## src/rtl/rhd_spi_slot_sequencer.sv

```systemverilog
// rhd_spi_slot_sequencer
//
// Frame engine for one RHD-style amplifier SPI port. Walks a slot index through
// 0..NUM_SLOTS-1. For each slot it latches the command word returned by the
// downstream command selector and shifts it out MSB-first on SCLK/MOSI under
// CS_b. In the same slot it captures the 16-bit MISO reply. Each reply is
// presented with its slot index, and frame boundaries are marked with a pulse
// and a completed-frame timestamp.
//
// Ports:
//   dataclk      in   block clock, rising edge
//   reset_n      in   asynchronous active-low reset
//   run          in   1 = start/keep framing, 0 = stop at next frame boundary
//   mosi_cmd     in   command word for the current channel
//   MISO         in   serial reply from the amplifier
//   channel      out  current slot index, to the command selector
//   CS_b         out  active-low chip select
//   SCLK         out  SPI clock, idle low
//   MOSI         out  serial command data
//   miso_word    out  last captured reply
//   word_channel out  slot index of miso_word
//   word_valid   out  one-cycle pulse when miso_word/word_channel update
//   frame_done   out  one-cycle pulse alongside word_valid of the last slot
//   timestamp    out  completed-frame count
//   busy         out  high whenever the engine is not idle
module rhd_spi_slot_sequencer #(
    parameter int unsigned NUM_SLOTS      = 35,
    parameter int unsigned SCLK_HALF      = 2,
    parameter int unsigned CS_HIGH_CYCLES = 14
) (
    input  logic        dataclk,
    input  logic        reset_n,
    input  logic        run,
    input  logic [15:0] mosi_cmd,
    input  logic        MISO,
    output logic [5:0]  channel,
    output logic        CS_b,
    output logic        SCLK,
    output logic        MOSI,
    output logic [15:0] miso_word,
    output logic [5:0]  word_channel,
    output logic        word_valid,
    output logic        frame_done,
    output logic [31:0] timestamp,
    output logic        busy
);

    typedef enum logic [1:0] {StIdle, StShift, StCsHold, StCsHigh} state_e;

    localparam int unsigned TICK_W = $clog2(2 * SCLK_HALF + 1);
    localparam int unsigned HOLD_W = $clog2(CS_HIGH_CYCLES + 1);
    localparam logic [TICK_W-1:0] TICK_LAST = TICK_W'(2 * SCLK_HALF - 1);
    localparam logic [TICK_W-1:0] TICK_HIGH = TICK_W'(SCLK_HALF);
    localparam logic [HOLD_W-1:0] HOLD_LAST = HOLD_W'(CS_HIGH_CYCLES - 1);
    localparam logic [5:0]        LAST_SLOT = 6'(NUM_SLOTS - 1);

    state_e              state_q, state_d;
    logic                setup_q, setup_d;
    logic [TICK_W-1:0]   tick_q, tick_d;
    logic [3:0]          bit_q, bit_d;
    logic [HOLD_W-1:0]   hold_q, hold_d;
    logic [15:0]         shift_q, shift_d;
    logic [15:0]         reply_q, reply_d;
    logic [5:0]          channel_q, channel_d;
    logic                cs_b_q, cs_b_d;
    logic                sclk_q, sclk_d;
    logic                mosi_q, mosi_d;
    logic [15:0]         miso_word_q, miso_word_d;
    logic [5:0]          word_channel_q, word_channel_d;
    logic                word_valid_q, word_valid_d;
    logic                frame_done_q, frame_done_d;
    logic [31:0]         timestamp_q, timestamp_d;
    logic                busy_q, busy_d;
    logic                start_slot;
    logic [TICK_W-1:0]   tick_inc;

    always_comb begin
        state_d        = state_q;
        setup_d        = setup_q;
        tick_d         = tick_q;
        bit_d          = bit_q;
        hold_d         = hold_q;
        shift_d        = shift_q;
        reply_d        = reply_q;
        channel_d      = channel_q;
        cs_b_d         = 1'b1;
        sclk_d         = 1'b0;
        mosi_d         = 1'b0;
        miso_word_d    = miso_word_q;
        word_channel_d = word_channel_q;
        word_valid_d   = 1'b0;
        frame_done_d   = 1'b0;
        timestamp_d    = timestamp_q;
        start_slot     = 1'b0;
        tick_inc       = tick_q + 1'b1;

        unique case (state_q)
            StIdle: begin
                if (run) begin
                    start_slot = 1'b1;
                end
            end
            StShift: begin
                cs_b_d = 1'b0;
                if (setup_q) begin
                    // Setup cycle done; enter bit 0 with SCLK low.
                    setup_d = 1'b0;
                    tick_d  = '0;
                    mosi_d  = shift_q[15];
                end else if (tick_q == TICK_LAST) begin
                    // Last SCLK-high cycle of the bit: sample the reply.
                    reply_d = {reply_q[14:0], MISO};
                    if (bit_q == 4'd15) begin
                        state_d = StCsHold;
                    end else begin
                        bit_d   = bit_q + 4'd1;
                        tick_d  = '0;
                        shift_d = {shift_q[14:0], 1'b0};
                        mosi_d  = shift_q[14];
                    end
                end else begin
                    tick_d = tick_inc;
                    sclk_d = (tick_inc >= TICK_HIGH);
                    mosi_d = shift_q[15];
                end
            end
            StCsHold: begin
                state_d        = StCsHigh;
                hold_d         = '0;
                word_valid_d   = 1'b1;
                miso_word_d    = reply_q;
                word_channel_d = channel_q;
                if (channel_q == LAST_SLOT) begin
                    channel_d    = '0;
                    frame_done_d = 1'b1;
                    timestamp_d  = timestamp_q + 32'd1;
                end else begin
                    channel_d = channel_q + 6'd1;
                end
            end
            StCsHigh: begin
                if (hold_q == HOLD_LAST) begin
                    // channel reads 0 here only when this slot closed a frame.
                    if ((channel_q == 6'd0) && !run) begin
                        state_d = StIdle;
                    end else begin
                        start_slot = 1'b1;
                    end
                end else begin
                    hold_d = hold_q + 1'b1;
                end
            end
            default: state_d = StIdle;
        endcase

        if (start_slot) begin
            state_d = StShift;
            setup_d = 1'b1;
            bit_d   = '0;
            tick_d  = '0;
            shift_d = mosi_cmd;
            cs_b_d  = 1'b0;
            mosi_d  = mosi_cmd[15];
        end

        busy_d = (state_d != StIdle);
    end

    always_ff @(posedge dataclk or negedge reset_n) begin
        if (!reset_n) begin
            state_q        <= StIdle;
            setup_q        <= 1'b0;
            tick_q         <= '0;
            bit_q          <= '0;
            hold_q         <= '0;
            shift_q        <= '0;
            reply_q        <= '0;
            channel_q      <= '0;
            cs_b_q         <= 1'b1;
            sclk_q         <= 1'b0;
            mosi_q         <= 1'b0;
            miso_word_q    <= '0;
            word_channel_q <= '0;
            word_valid_q   <= 1'b0;
            frame_done_q   <= 1'b0;
            timestamp_q    <= '0;
            busy_q         <= 1'b0;
        end else begin
            state_q        <= state_d;
            setup_q        <= setup_d;
            tick_q         <= tick_d;
            bit_q          <= bit_d;
            hold_q         <= hold_d;
            shift_q        <= shift_d;
            reply_q        <= reply_d;
            channel_q      <= channel_d;
            cs_b_q         <= cs_b_d;
            sclk_q         <= sclk_d;
            mosi_q         <= mosi_d;
            miso_word_q    <= miso_word_d;
            word_channel_q <= word_channel_d;
            word_valid_q   <= word_valid_d;
            frame_done_q   <= frame_done_d;
            timestamp_q    <= timestamp_d;
            busy_q         <= busy_d;
        end
    end

    assign channel      = channel_q;
    assign CS_b         = cs_b_q;
    assign SCLK         = sclk_q;
    assign MOSI         = mosi_q;
    assign miso_word    = miso_word_q;
    assign word_channel = word_channel_q;
    assign word_valid   = word_valid_q;
    assign frame_done   = frame_done_q;
    assign timestamp    = timestamp_q;
    assign busy         = busy_q;

endmodule

```

## config.mk

```make
export PLATFORM = sky130hd
export DESIGN_NAME = rhd_spi_slot_sequencer
export DESIGN_NICKNAME = d
export VERILOG_FILES = /design/src/rtl/rhd_spi_slot_sequencer.sv
export SDC_FILE = /design/constraint.sdc
export NUM_CORES = 1
export LEC_CHECK = 0
export CORE_MARGIN = 1.5
export CORE_UTILIZATION = 53
export DETAILED_ROUTE_END_ITERATION = 6
export GPL_TIMING_DRIVEN = 0
export PLACE_DENSITY = 0.91
export REMOVE_ABC_BUFFERS = 1
export SLEW_MARGIN = 40
export SYNTH_ARGS = -nofsm -noshare
export SYNTH_HDL_FRONTEND = slang
export SYNTH_SLANG_ARGS = --single-unit
```

## constraint.sdc

```tcl
create_clock -name dataclk -period 2.22 [get_ports dataclk]
set_input_delay 0.555 -clock dataclk [delete_from_list [all_inputs] [get_ports dataclk]]
set_output_delay 0.555 -clock dataclk [all_outputs]
set_load 0.01 [all_outputs]
```

==> results by group, run 1 <==
Clock network
  – CTS buffer count: 9
  – CTS sink cnt: 112
  – H-tree levels: 3
  – Clock Latency Late Sink: 0.37 ns
  – CTS tree: yes
  – CTS max path bufs: 2
  – Clock slew at reported path FFs: 0.11 ns
  – CTS Root Cell: clkbuf_8

Setup path
  – CP delay by family, top: multiplexers
  – Maximum fanout along the worst path: 11
  – Crit path arrival time: 2.36 ns
  – Largest stage delay, worst path: 0.42 ns
  – Req. time, crit path: 2.47 ns
  – CP endpoint kind: register
  – Critical path buffer and inverter count: 0
  – Cell chain of the critical path: ha_1 > ha_2 > nand3b_4 > nand2b_4 > mux2_1 > mux2_2
  – CP Class: register to register
  – Startpoint types: register
  – Slowest cell on crit path: dfrtp_1

STA
  – Setup ws final: 0.1070 ns
  – RSZ-0062 raised after global routing: false
  – Worst-Margin Slew: 0.5243 ns
  – Post-layout min period: 2.113 ns
  – Hold WS: 0.07591 ns
  – Final Max Slew Viols: 0
  – Final count of negative-setup-slack endpoints: 0
  – Final Hold Fails: 0
  – Relative slew slack: 0.6468
  – Period utilization: 0.9518
  – Final setup skew: 0.01242 ns
  – Fmax: 0.4733 GHz

Detailed routing
  – Drt drc: 0
  – ANT nets after route: 0
  – DR vias/cell: 5.440
  – Drt wl/cell: 16.18 um
  – Drt initial violations: 106
  – Via count: 3465
  – WL final: 10310 um
  – Drt pass-1 iters: 4

Final layout
  – Most common cell after layout, fill and taps aside: dfrtp_1
  – Multi-input combinational cell area: 0.002293 sq mm
  – Synthesis-to-finish area growth: 26.26%
  – Reg area: 0.002804 sq mm
  – NumNets Final: 539
  – Commonest non-fill, non-tap cells in the layout: dfrtp_1, clkdlybuf4s50_1, mux2_2
  – Cell area after layout: 0.006509 sq mm
  – Diodes inserted: 0
  – Fraction of layout cells with a size suffix above 1: 0.2146
  – FILL cells: 648
  – Utilization after layout: 0.6978

Yosys
  – XOR/XNOR Fraction of Synth Area: 0.06286
  – Post-synthesis sequential area ratio: 0.5439
  – Synth Area per Inst: 12.45 sq um
  – Post-synthesis simple-gate area fraction: 0.1231
  – Number of synthesis warnings: 0
  – Post-synth ARST share: 1.000
  – Mapped Area: 0.005155 sq mm
  – Post-synth cell types: 44
  – Largest family of logic cells by synthesized area: multiplexers
  – Post-Synth Adder-Cell Area: 0.03883
  – Most common flop cell mapped by yosys: dfrtp_1
  – Number of synthesized flops with an enable pin: 0
  – Syn Inst Count: 414
  – Synthesized flop and latch total: 112
  – Mux share of post-synthesis cell area: 0.1701
  – Post-synthesis compound-gate area fraction: 0.03058

Placed design
  – DP Worst Slack: -0.5108 ns
  – Placed instance area: 0.006146 sq mm
  – DP Wirelength: 6707 um
  – Port bufs: 85
  – Final Wtd Congestion: 0.8116

Power and ir drop
  – Pwr Density: 837.4 mW/mm^2
  – Int Pwr: 3.868 mW
  – Combinational Power Share: 0.263
  – Seq pwr share: 0.482
  – Pleak: 3.109 nW
  – Clk pwr share: 0.255
  – Net switching power: 1.582 mW
  – VDD IR max: 0.0005633 V
  – Sw Ratio: 0.2903

Outcome
  – Status: completed

Die
  – Die width: 101.6 um
  – Full die area: 0.01033 sq mm
  – Io pins: 86
  – Initial Utilization: 0.5526
  – Site Rows: 35
  – Height of the die: 101.6 um
  – Core ar.: 0.009328 sq mm

Global routing
  – Vias in the first global route: 3608
  – GR Util met3: 0.03934
  – GR Util met2: 0.3754
  – GRT met1 Usage: 0.2682
  – Grt ovf: 0
  – Largest net degree at the start of global routing: 62
  – Tot GR Track Use: 0.2154
  – Initial antenna violation count: 0
  – Global-route wire length before repair: 17390 um
  – GR peak layer: met2

Worst hold path
  – Worst Hold Class: input pin to async pin

Flow run
  – Count of max-cap constraint violations: 0
==> synthesized netlist by cell type (2+ instances only) <==
master,instances,share of area
nand4_1,8,0.0097
buf_2,6,0.0058
o21ai_0,5,0.0049
nor3_1,14,0.014
xor2_1,26,0.044
xnor2_1,11,0.019
nand2b_1,2,0.0024
ha_1,16,0.039
and2_1,3,0.0036
nor4_1,3,0.0036
mux2_1,3,0.0066
nand2_1,16,0.012
a31oi_1,3,0.0036
mux2i_1,4,0.0078
dfrtp_1,111,0.54
o31ai_1,3,0.0044
or3b_2,2,0.0034
nand3_1,22,0.021
and3_1,4,0.0049
mux2_2,54,0.12
a21o_1,2,0.0029
clkbuf_1,7,0.0051
nor2_1,22,0.016
buf_6,2,0.0044
and4_1,9,0.015
nor3b_1,2,0.0029
mux2_4,13,0.038
a21oi_1,6,0.0058
inv_1,20,0.015
==> timing repair <==
action,4_1_cts,5_1_grt
gates cloned,2,0
setup endpoints to repair,47,29
buffers inserted,2,3
pin swaps,2,0
hold buffers,0,0
gates resized for setup,4,7
==> metrics by stage <==
stage	power, mW	TNS [ns]	cells
3_5_place_dp	3.994	-12.63	614
4_1_cts	5.452	0	634
3_3_place_gp	3.866	-427.34	612
6_report	5.450	0	637
5_1_grt	5.742	0	637
2_1_floorplan	3.513	-13.01	398
==> path summary, 6_finish.rpt <==
check,from,endpoint,slack (ns),cells past startpoint
hold reg to reg,timestamp[31],timestamp[31],0.48,1
setup reg to reg,tick_q[0],shift_q[1],0.11,6
setup / recovery,tick_q[0],shift_q[1],0.11,6
min in group dataclk,timestamp[31],timestamp[31],0.48,1
hold / removal,reset_n,timestamp[10],0.08,1
max in group asynchronous,reset_n,busy,1.51,2
==> metal layers <==
metal,share of wire,vias to the layer above,routed length (um)
li1,-,1624,-
met1,0.43,1747,4443
met2,0.51,84,5308
met3,0.042,10,430
met4,0.012,0,127
met5,0,-,0
==> power groups by stage <==
| stage | logic, mW | registers (mW) | clock network (mW) |
|---|---|---|---|
| floorplan | 0.898 | 2.61 | 0 |
| global placement | 1.25 | 2.62 | 0 |
| detailed placement | 1.35 | 2.64 | 0 |
| CTS | 1.41 | 2.62 | 1.42 |
| global route | 1.57 | 2.67 | 1.49 |
| finish | 1.43 | 2.63 | 1.39 |
==> state kept, by name, summed over array words and instances (netlist names), 2 cells and up <==
signal and cells:
timestamp 32, miso_word 16, reply_q 16, shift_q 16
channel 6, word_channel 6, bit_q 4, hold_q 4
tick_q 3, state_q 2
==> cell type report <==
| type | count | area share |
|---|---|---|
| multi-input cells | 268 | 0.3524 |
| flip-flops and latches | 112 | 0.4308 |
| well taps | 129 | 0.02480 |
| repair buffers | 92 | 0.1444 |
| clock inverters | 6 | 0.01499 |
| inverters | 20 | 0.01153 |
| clock buffers | 10 | 0.02115 |
==> cells by family after synthesis <==
logic type	Yosys count
AO/OA/AOI/OAI	25
XOR/XNOR	37
adder cells (fa/ha/maj)	16
buffers and inverters	36
flip-flops	112
multiplexers	74
AND/OR/NAND/NOR	114
Note: power is estimated with default switching activity, not from simulation.
==> run 2, diff against run 1 <==
CTS_CLUSTER_DIAMETER = 30   (was unset)
==> results of run 2 <==
Final layout, timing and power as in run 1 (identical DEF).
==> run 3, diff against run 2 <==
CAP_MARGIN = 20   (was unset)
HOLD_SLACK_MARGIN = 0.03   (was unset)
==> results of run 3 <==
Final layout, timing and power as in run 1 (identical DEF).
